`config.mk`:
```
export PLATFORM = sky130hd
export DESIGN_NAME = multicycle_ctrl
export DESIGN_NICKNAME = d
export VERILOG_FILES = /design/src/rtl/multicycle_ctrl_pkg.sv /design/src/rtl/multicycle_ctrl_typedecode.sv /design/src/rtl/multicycle_ctrl.sv
export SDC_FILE = /design/constraint.sdc
export NUM_CORES = 1
export LEC_CHECK = 0
export ABC_AREA = 1
export CORE_UTILIZATION = 52
export DETAILED_ROUTE_END_ITERATION = 10
export PLACE_DENSITY = 0.82
export SYNTH_ARGS = -nofsm -noshare
export SYNTH_HDL_FRONTEND = slang
export SYNTH_SLANG_ARGS = --single-unit
```
`constraint.sdc`:
```
create_clock -name clk -period 2.2 [get_ports clk]
set_input_delay 0.44 -clock clk [delete_from_list [all_inputs] [get_ports clk]]
set_output_delay 0.44 -clock clk [all_outputs]
set_load 0.005 [all_outputs]
```
`src/rtl/multicycle_ctrl_pkg.sv`:
```
// Shared types and encodings for the multi-cycle RV32I sequencer.
package multicycle_ctrl_pkg;

  localparam int unsigned OPCODE_W = 7;
  localparam int unsigned STATE_W  = 3;
  localparam int unsigned PC_SRC_W = 2;
  localparam int unsigned TMO_W    = 8;

  // Sequencer states; encodings are visible on the debug port.
  typedef enum logic [STATE_W-1:0] {
    ST_FETCH   = 3'd0,
    ST_DECODE  = 3'd1,
    ST_EXECUTE = 3'd2,
    ST_MEM     = 3'd3,
    ST_WB      = 3'd4,
    ST_TRAP    = 3'd7
  } state_t;

  // PC source select seen by the datapath mux.
  localparam logic [PC_SRC_W-1:0] PC_SRC_PLUS4  = 2'b00;
  localparam logic [PC_SRC_W-1:0] PC_SRC_PC_IMM = 2'b01;
  localparam logic [PC_SRC_W-1:0] PC_SRC_JALR   = 2'b10;

  // Trap cause codes.
  localparam logic CAUSE_ILLEGAL     = 1'b0;
  localparam logic CAUSE_BUS_TIMEOUT = 1'b1;

  // RV32I base opcodes (inst[6:0]).
  localparam logic [OPCODE_W-1:0] OPC_LUI    = 7'b0110111;
  localparam logic [OPCODE_W-1:0] OPC_AUIPC  = 7'b0010111;
  localparam logic [OPCODE_W-1:0] OPC_JAL    = 7'b1101111;
  localparam logic [OPCODE_W-1:0] OPC_JALR   = 7'b1100111;
  localparam logic [OPCODE_W-1:0] OPC_BRANCH = 7'b1100011;
  localparam logic [OPCODE_W-1:0] OPC_LOAD   = 7'b0000011;
  localparam logic [OPCODE_W-1:0] OPC_STORE  = 7'b0100011;
  localparam logic [OPCODE_W-1:0] OPC_OP_IMM = 7'b0010011;
  localparam logic [OPCODE_W-1:0] OPC_OP     = 7'b0110011;

  // One-hot instruction class flags produced by the type decoder.
  typedef struct packed {
    logic lui;
    logic auipc;
    logic jal;
    logic jalr;
    logic branch;
    logic load;
    logic store;
    logic op_imm;
    logic op;
  } inst_class_t;

  // An opcode is legal when it falls into any recognised class.
  function automatic logic is_legal(input inst_class_t cls);
    return (cls != '0);
  endfunction

endpackage

```
`src/rtl/multicycle_ctrl_typedecode.sv`:
```
// Classifies the instruction opcode into one-hot RV32I class flags.
module multicycle_ctrl_typedecode
  import multicycle_ctrl_pkg::*;
(
  input  logic [OPCODE_W-1:0] opcode,
  output inst_class_t         cls
);

  // Pure opcode match; unknown opcodes leave every flag clear.
  always_comb begin
    cls        = '0;
    cls.lui    = (opcode == OPC_LUI);
    cls.auipc  = (opcode == OPC_AUIPC);
    cls.jal    = (opcode == OPC_JAL);
    cls.jalr   = (opcode == OPC_JALR);
    cls.branch = (opcode == OPC_BRANCH);
    cls.load   = (opcode == OPC_LOAD);
    cls.store  = (opcode == OPC_STORE);
    cls.op_imm = (opcode == OPC_OP_IMM);
    cls.op     = (opcode == OPC_OP);
  end

endmodule

```
`src/rtl/multicycle_ctrl.sv`:
```
// Multi-cycle FETCH/DECODE/EXECUTE/MEM/WB sequencer with a shared memory port,
// bus-timeout watchdog and sticky trap state.
module multicycle_ctrl
  import multicycle_ctrl_pkg::*;
#(
  parameter int unsigned MEM_TIMEOUT = 255
) (
  input  logic                clk,
  input  logic                rst,
  input  logic [OPCODE_W-1:0] opcode,
  input  logic                mem_ready,
  input  logic                branch_taken,
  input  logic                stall,
  output logic                mem_req,
  output logic                mem_we,
  output logic                mem_addr_sel,
  output logic                ir_we,
  output logic                pc_we,
  output logic [PC_SRC_W-1:0] pc_src,
  output logic                reg_we,
  output logic                instret,
  output logic                trap,
  output logic                trap_cause,
  output logic [STATE_W-1:0]  state
);

  // Last count value at which a still-pending request times out.
  localparam logic [TMO_W-1:0] TMO_LAST = TMO_W'(MEM_TIMEOUT - 1);

  state_t           state_q;
  logic [TMO_W-1:0] tmo_cnt_q;
  logic             trap_q;
  logic             trap_cause_q;
  inst_class_t      cls;
  logic             legal;
  logic             tmo_hit;

  multicycle_ctrl_typedecode u_typedecode (
    .opcode (opcode),
    .cls    (cls)
  );

  assign legal   = is_legal(cls);
  assign tmo_hit = (tmo_cnt_q == TMO_LAST);

  // State sequencing, timeout counting and sticky trap capture.
  always_ff @(posedge clk) begin
    if (rst) begin
      state_q      <= ST_FETCH;
      tmo_cnt_q    <= '0;
      trap_q       <= 1'b0;
      trap_cause_q <= 1'b0;
    end else begin
      unique case (state_q)
        ST_FETCH: begin
          if (mem_ready) begin
            state_q <= ST_DECODE;
          end else if (tmo_hit) begin
            state_q      <= ST_TRAP;
            trap_q       <= 1'b1;
            trap_cause_q <= CAUSE_BUS_TIMEOUT;
          end else begin
            tmo_cnt_q <= tmo_cnt_q + TMO_W'(1);
          end
        end
        ST_DECODE: begin
          if (!stall) begin
            if (!legal) begin
              state_q      <= ST_TRAP;
              trap_q       <= 1'b1;
              trap_cause_q <= CAUSE_ILLEGAL;
            end else begin
              state_q <= ST_EXECUTE;
            end
          end
        end
        ST_EXECUTE: begin
          if (!stall) begin
            if (cls.branch) begin
              state_q   <= ST_FETCH;
              tmo_cnt_q <= '0;
            end else if (cls.load || cls.store) begin
              state_q   <= ST_MEM;
              tmo_cnt_q <= '0;
            end else begin
              state_q <= ST_WB;
            end
          end
        end
        ST_MEM: begin
          if (mem_ready) begin
            if (cls.store) begin
              state_q   <= ST_FETCH;
              tmo_cnt_q <= '0;
            end else begin
              state_q <= ST_WB;
            end
          end else if (tmo_hit) begin
            state_q      <= ST_TRAP;
            trap_q       <= 1'b1;
            trap_cause_q <= CAUSE_BUS_TIMEOUT;
          end else begin
            tmo_cnt_q <= tmo_cnt_q + TMO_W'(1);
          end
        end
        ST_WB: begin
          if (!stall) begin
            state_q   <= ST_FETCH;
            tmo_cnt_q <= '0;
          end
        end
        ST_TRAP: begin
          state_q <= ST_TRAP;
        end
        default: begin
          state_q   <= ST_FETCH;
          tmo_cnt_q <= '0;
        end
      endcase
    end
  end

  // Output decode from the registered state; handshake strobes follow mem_ready.
  always_comb begin
    mem_req      = 1'b0;
    mem_we       = 1'b0;
    mem_addr_sel = 1'b0;
    ir_we        = 1'b0;
    pc_we        = 1'b0;
    pc_src       = PC_SRC_PLUS4;
    reg_we       = 1'b0;
    instret      = 1'b0;
    if (!rst) begin
      unique case (state_q)
        ST_FETCH: begin
          mem_req = 1'b1;
          ir_we   = mem_ready;
        end
        ST_EXECUTE: begin
          if (cls.branch) begin
            pc_src  = branch_taken ? PC_SRC_PC_IMM : PC_SRC_PLUS4;
            pc_we   = !stall;
            instret = !stall;
          end
        end
        ST_MEM: begin
          mem_req      = 1'b1;
          mem_addr_sel = 1'b1;
          mem_we       = cls.store;
          if (mem_ready && cls.store) begin
            pc_we   = 1'b1;
            instret = 1'b1;
          end
        end
        ST_WB: begin
          if (cls.jal) begin
            pc_src = PC_SRC_PC_IMM;
          end else if (cls.jalr) begin
            pc_src = PC_SRC_JALR;
          end
          reg_we  = !stall;
          pc_we   = !stall;
          instret = !stall;
        end
        default: begin
          mem_req = 1'b0;
        end
      endcase
    end
  end

  // Status outputs read as zero while reset is held.
  assign trap       = trap_q & ~rst;
  assign trap_cause = trap_cause_q & ~rst;
  assign state      = rst ? '0 : state_q;

endmodule

```
==> results.md, run 1 <==
* Syn Inst Count at 184
* Chip width at 46.80 µm
* Pre-CTS setup slack at -0.3992 ns
* Async SR Flop Fraction at 0%
* Post-synth EDFFs at 0
* H-tree Lvls at 1
* Num rows at 15
* TritonCTS buffer count at 3
* Worst_ep kind: sequential cell input
* CTS Sinks at 13
* Syn_area_per_cell at roughly 5.7 µm²
* Routability cong. at 1.037
* Commonest cells post-synth: nand2_1, inv_1, nor2_1, a21oi_1, dfxtp_1
* Synthesis Warnings at 0
* Most common cell in the netlist: nand2_1
* Num ports at 26
* Largest cells by area after synthesis: dfxtp_1, nand2_1, inv_1
* Hpwl dp at between 2000 and 2500 µm
* Worst endpoint after global-route timing repair: tmo_cnt_q[6]$_SDFFE_PP0P_/D
* Clock Path Buffers at 2
* Yosys cell types at 27
* Register area share after synthesis at about a quarter
* Net count after synthesis at 198
* Error msg: [ERROR GRT-0232] Routing congestion too high. Check the congestion heatmap in the GUI.
* Yosys top cell by area: dfxtp_1
* Synth Register Bits at 13
* Grt ovf at 6
* Top FF cell, synth: dfxtp_1
* Die Ht at about 47 µm
* Hold bufs inserted after CTS at 0
* CTS root buffer: clkbuf_4
* Starting Density at between 50% and 60%
* Outcome: aborted with a tool error
* Largest net degree at the start of global routing at 14
* Top-area cell type share of the netlist area at 24.94%
* Placed inst area at 0.001453 mm²
* PortBufs at 25
* Failing step: 5_1_grt
* GRT Util Overall at 62.40%
* Synth Cell Area at between 0.001 and 0.0015 mm²
## repair_timing
item / 4_1_cts
gates resized for setup: 40
cloned: 0
endpoints found under the setup margin: 9
buffers inserted: 11
pin swaps: 5
## per-stage QoR
stage / instances / utilization, % / hold slack, ns
floorplan: 184 / - / 0.4406
global placement: 250 / 80.63 / 0.4520
detailed placement: 250 / 80.63 / 0.4546
CTS: 265 / 90.00 / 0.4654
## logic make-up after synthesis
| family | synth area share (%) |
|---|---|
| buffers and inverters | 12.35 |
| AOI/OAI and AO/OA | 18.23 |
| adders and majority gates | 2.398 |
| and+or+nand+nor | 42.09 |
| DFF | 24.94 |
## metal layers
layer / overflow / GRT usage [%]
met1: 0 / 60.09
met2: 4 / 85.00
met3: 0 / 43.85
met4: 2 / 63.43
met5: 0 / 0
==> inputs of run 2 (changes only) <==
Settings changed: CORE_AREA set to 2 2 63 65, CORE_UTILIZATION 52 to not set, DIE_AREA set to 0 0 65 67, PLACE_DENSITY 0.82 to not set, PLACE_DENSITY_LB_ADDON set to 0.15.
==> run 2 against run 1 <==
The flow now finishes without violations. Synthesized cell count unchanged. Area after synthesis is the same.
==> results.md, run 2 <==
* GRT Util Overall at between 15 and 20%
* Nets at around 250
* Critical path startpoint category: primary input
* Net count after synthesis at 198 (unchanged)
* Chip width at 65 µm (+39%)
* Hold bufs inserted after CTS at 0 (unchanged)
* Max-slew violations at 0
* Worst-margin pin slew at around 0.31 ns
* Top FF cell, synth: dfxtp_1
* Antenna cells at 0
* Num rows at 22 (+7)
* Vias in the first global route at 1268
* Max Clk Rate at ~470 MHz
* Top-area cell type share of the netlist area at 24.94% (unchanged)
* Fin crit period at approximately 2.1 ns
* Most common cell in the netlist: nand2_1
* Worst reg-to-reg path cell count at 10
* Largest register by flop count: tmo_cnt_q
* 1st-pass router iterations at 4
* Syn Inst Count at 184 (unchanged)
* Starting Density at 28.94% (-29 points)
* TritonCTS buffer count at 3 (unchanged)
* RSZ-0062 raised after global routing: no
* Async SR Flop Fraction at 0% (unchanged)
* Post-synth EDFFs at 0 (unchanged)
* PortBufs at 25 (unchanged)
* Wire per inst at 10.70 µm
* Wirelength, routed at roughly 3000 µm
* Yosys top cell by area: dfxtp_1
* Synthesis Warnings at 0 (unchanged)
* HP Class: register to register
* Routability cong. at 0.8794 (-15%)
* Regs by FF count: tmo_cnt_q: 8 flops, state_q: 3 flops
* Grt ovf at 0
* Num ports at 26 (unchanged)
* Hpwl dp at 2361 µm (+2.8%)
* Share of cells above drive strength 1 at 25.00%
* Hold Path Depth at 2
* Max_cap viols at 0
* CTS root buffer: clkbuf_8
* Max reg flops at 8
* Clock Path Buffers at 2 (unchanged)
* Via count at 1310
* Final setup vio count at 0
* Hold Fails Final Rpt at 0
* Yosys cell types at 27 (unchanged)
* Filler cells at between 400 and 500
* Vias per inst at between 4 and 5
* Synth Register Bits at 13 (unchanged)
* Crit path DAT at 1.69 ns
* Worst rel slew slack at about four fifths
* Core box area at ~0.0036 mm²
* Placed inst area at 0.001504 mm² (+3.5%)
* Die ar. at 0.004355 mm²
* Final Cell Area at between 0.0015 and 0.002 mm²
* Largest cells by area after synthesis: dfxtp_1, nand2_1, inv_1
* Commonest non-fill, non-tap cell in the layout: nand2_1
* Die Ht at 67 µm (+43%)
* Worst EP required at 1.76 ns
* Antenna violations before repair at 0
* Syn_area_per_cell at 5.671 µm² (unchanged)
* Pwr per Cell Area at roughly 790 mW/mm²
* Worst-path maximum fanout at 4
* Worst skew pair latency at approximately 0.24 ns
* CTS tree: done
* Largest net degree at the start of global routing at 11
* CTS Sinks at 13 (unchanged)
* Register area share after synthesis at 24.94% (unchanged)
* Post-route ant nets at 0
* Final clock skew at ~0.0015 ns
* Period utilization at a little over nine tenths
* Outcome: finished, final reports clean
* CTS clk-pin slew, worst paths at around 0.050 ns
* H-tree Lvls at 1 (unchanged)
* Residual DRC at 0
* Commonest cells after routing, fill and taps aside: nand2_1, buf_4, inv_1
* Layout area overhead at 56.23%
* Peak supply drop at around 0.00026 V
* Overall Power at about 1.3 mW
* Crit end category: primary output
* Synth Cell Area at 0.001044 mm² (unchanged)
* Global-route wire length before repair at between 5000 and 6000 µm
* Commonest cells post-synth: nand2_1, inv_1, nor2_1, a21oi_1, dfxtp_1
* Pleak at 0.8362 nW
* Worst Path Class, Setup: primary input to primary output
* DR iter-0 viols at 42
-- run 2: final timing paths --
kind / to / slack (ns) / start
max: reg_we / 0.07 / stall
min: trap_q$_SDFFE_PP0P_ / 0.47 / trap_q$_SDFFE_PP0P_
max reg2reg: trap_cause_q$_SDFFE_PP0P_ / 0.58 / tmo_cnt_q[0]$_SDFFE_PP0P_
min reg2reg: trap_q$_SDFFE_PP0P_ / 0.47 / trap_q$_SDFFE_PP0P_
-- run 2: logic make-up (layout without fill, tap and decap cells) --
family	after synthesis	in the layout	share of synthesized area (%)
flip-flops	13	13	24.94
AND/OR/NAND/NOR	103	103	42.09
buffers and inverters	33	85	12.35
AO/OA/AOI/OAI	33	33	18.23
adder cells (fa/ha/maj)	2	2	2.398
-- run 2: critical path: stages --
cell and delay [ns]:
clkdlybuf4s50_1 0.45, buf_4 0.16, nor2_1 0.11, clkdlybuf4s50_1 0.52
-- run 2: layout make-up --
type	count	area (µm²)	share of cell area (%)
sequential	13	261.5	16.04
clock buffer	4	45.04	2.763
inverter	30	115.1	7.061
tap	48	60.06	3.684
timing repair buffer	51	431.7	26.48
multi-input combinational	138	716.9	43.98
-- run 2: power by group --
group | switching [mW] | internal [mW]
clock network | 0.0847 | 0.128
logic | 0.438 | 0.299
registers | 0.0501 | 0.286
-- run 2: what timing repair did --
item | in CTS | in global routing
buffers inserted | 4 | 0
pin swaps | 4 | 5
endpoints found under the hold margin | 0 | 0
resized for setup | 23 | 22
setup endpoints to repair | 11 | 14
-- run 2: stage by stage --
step           setup slack [ns]  util [%]  cells  hold slack, ns  TNS [ns]
6_report                0.07447     45.21    284          0.4659         0
5_1_grt                0.002344     45.21    284          0.4923         0
4_1_cts                 0.01511     43.79    284          0.4701         0
3_5_place_dp            -0.4048     41.71    276          0.4591    -2.313
3_3_place_gp            -0.3742     41.71    276          0.4544    -2.326
2_1_floorplan            0.4746         -    184          0.4406         0
-- run 2: metal layers --
metal  track usage (%)  vias up  part of all wire (%)
met1             19.09      581                    46
met4             6.915        0                   2.2
met2             26.42       29                    48
met3             2.872        6                   3.9
li1                  -      694                     -
met5                 0        -                     0
(Power assumes the default switching activity.)
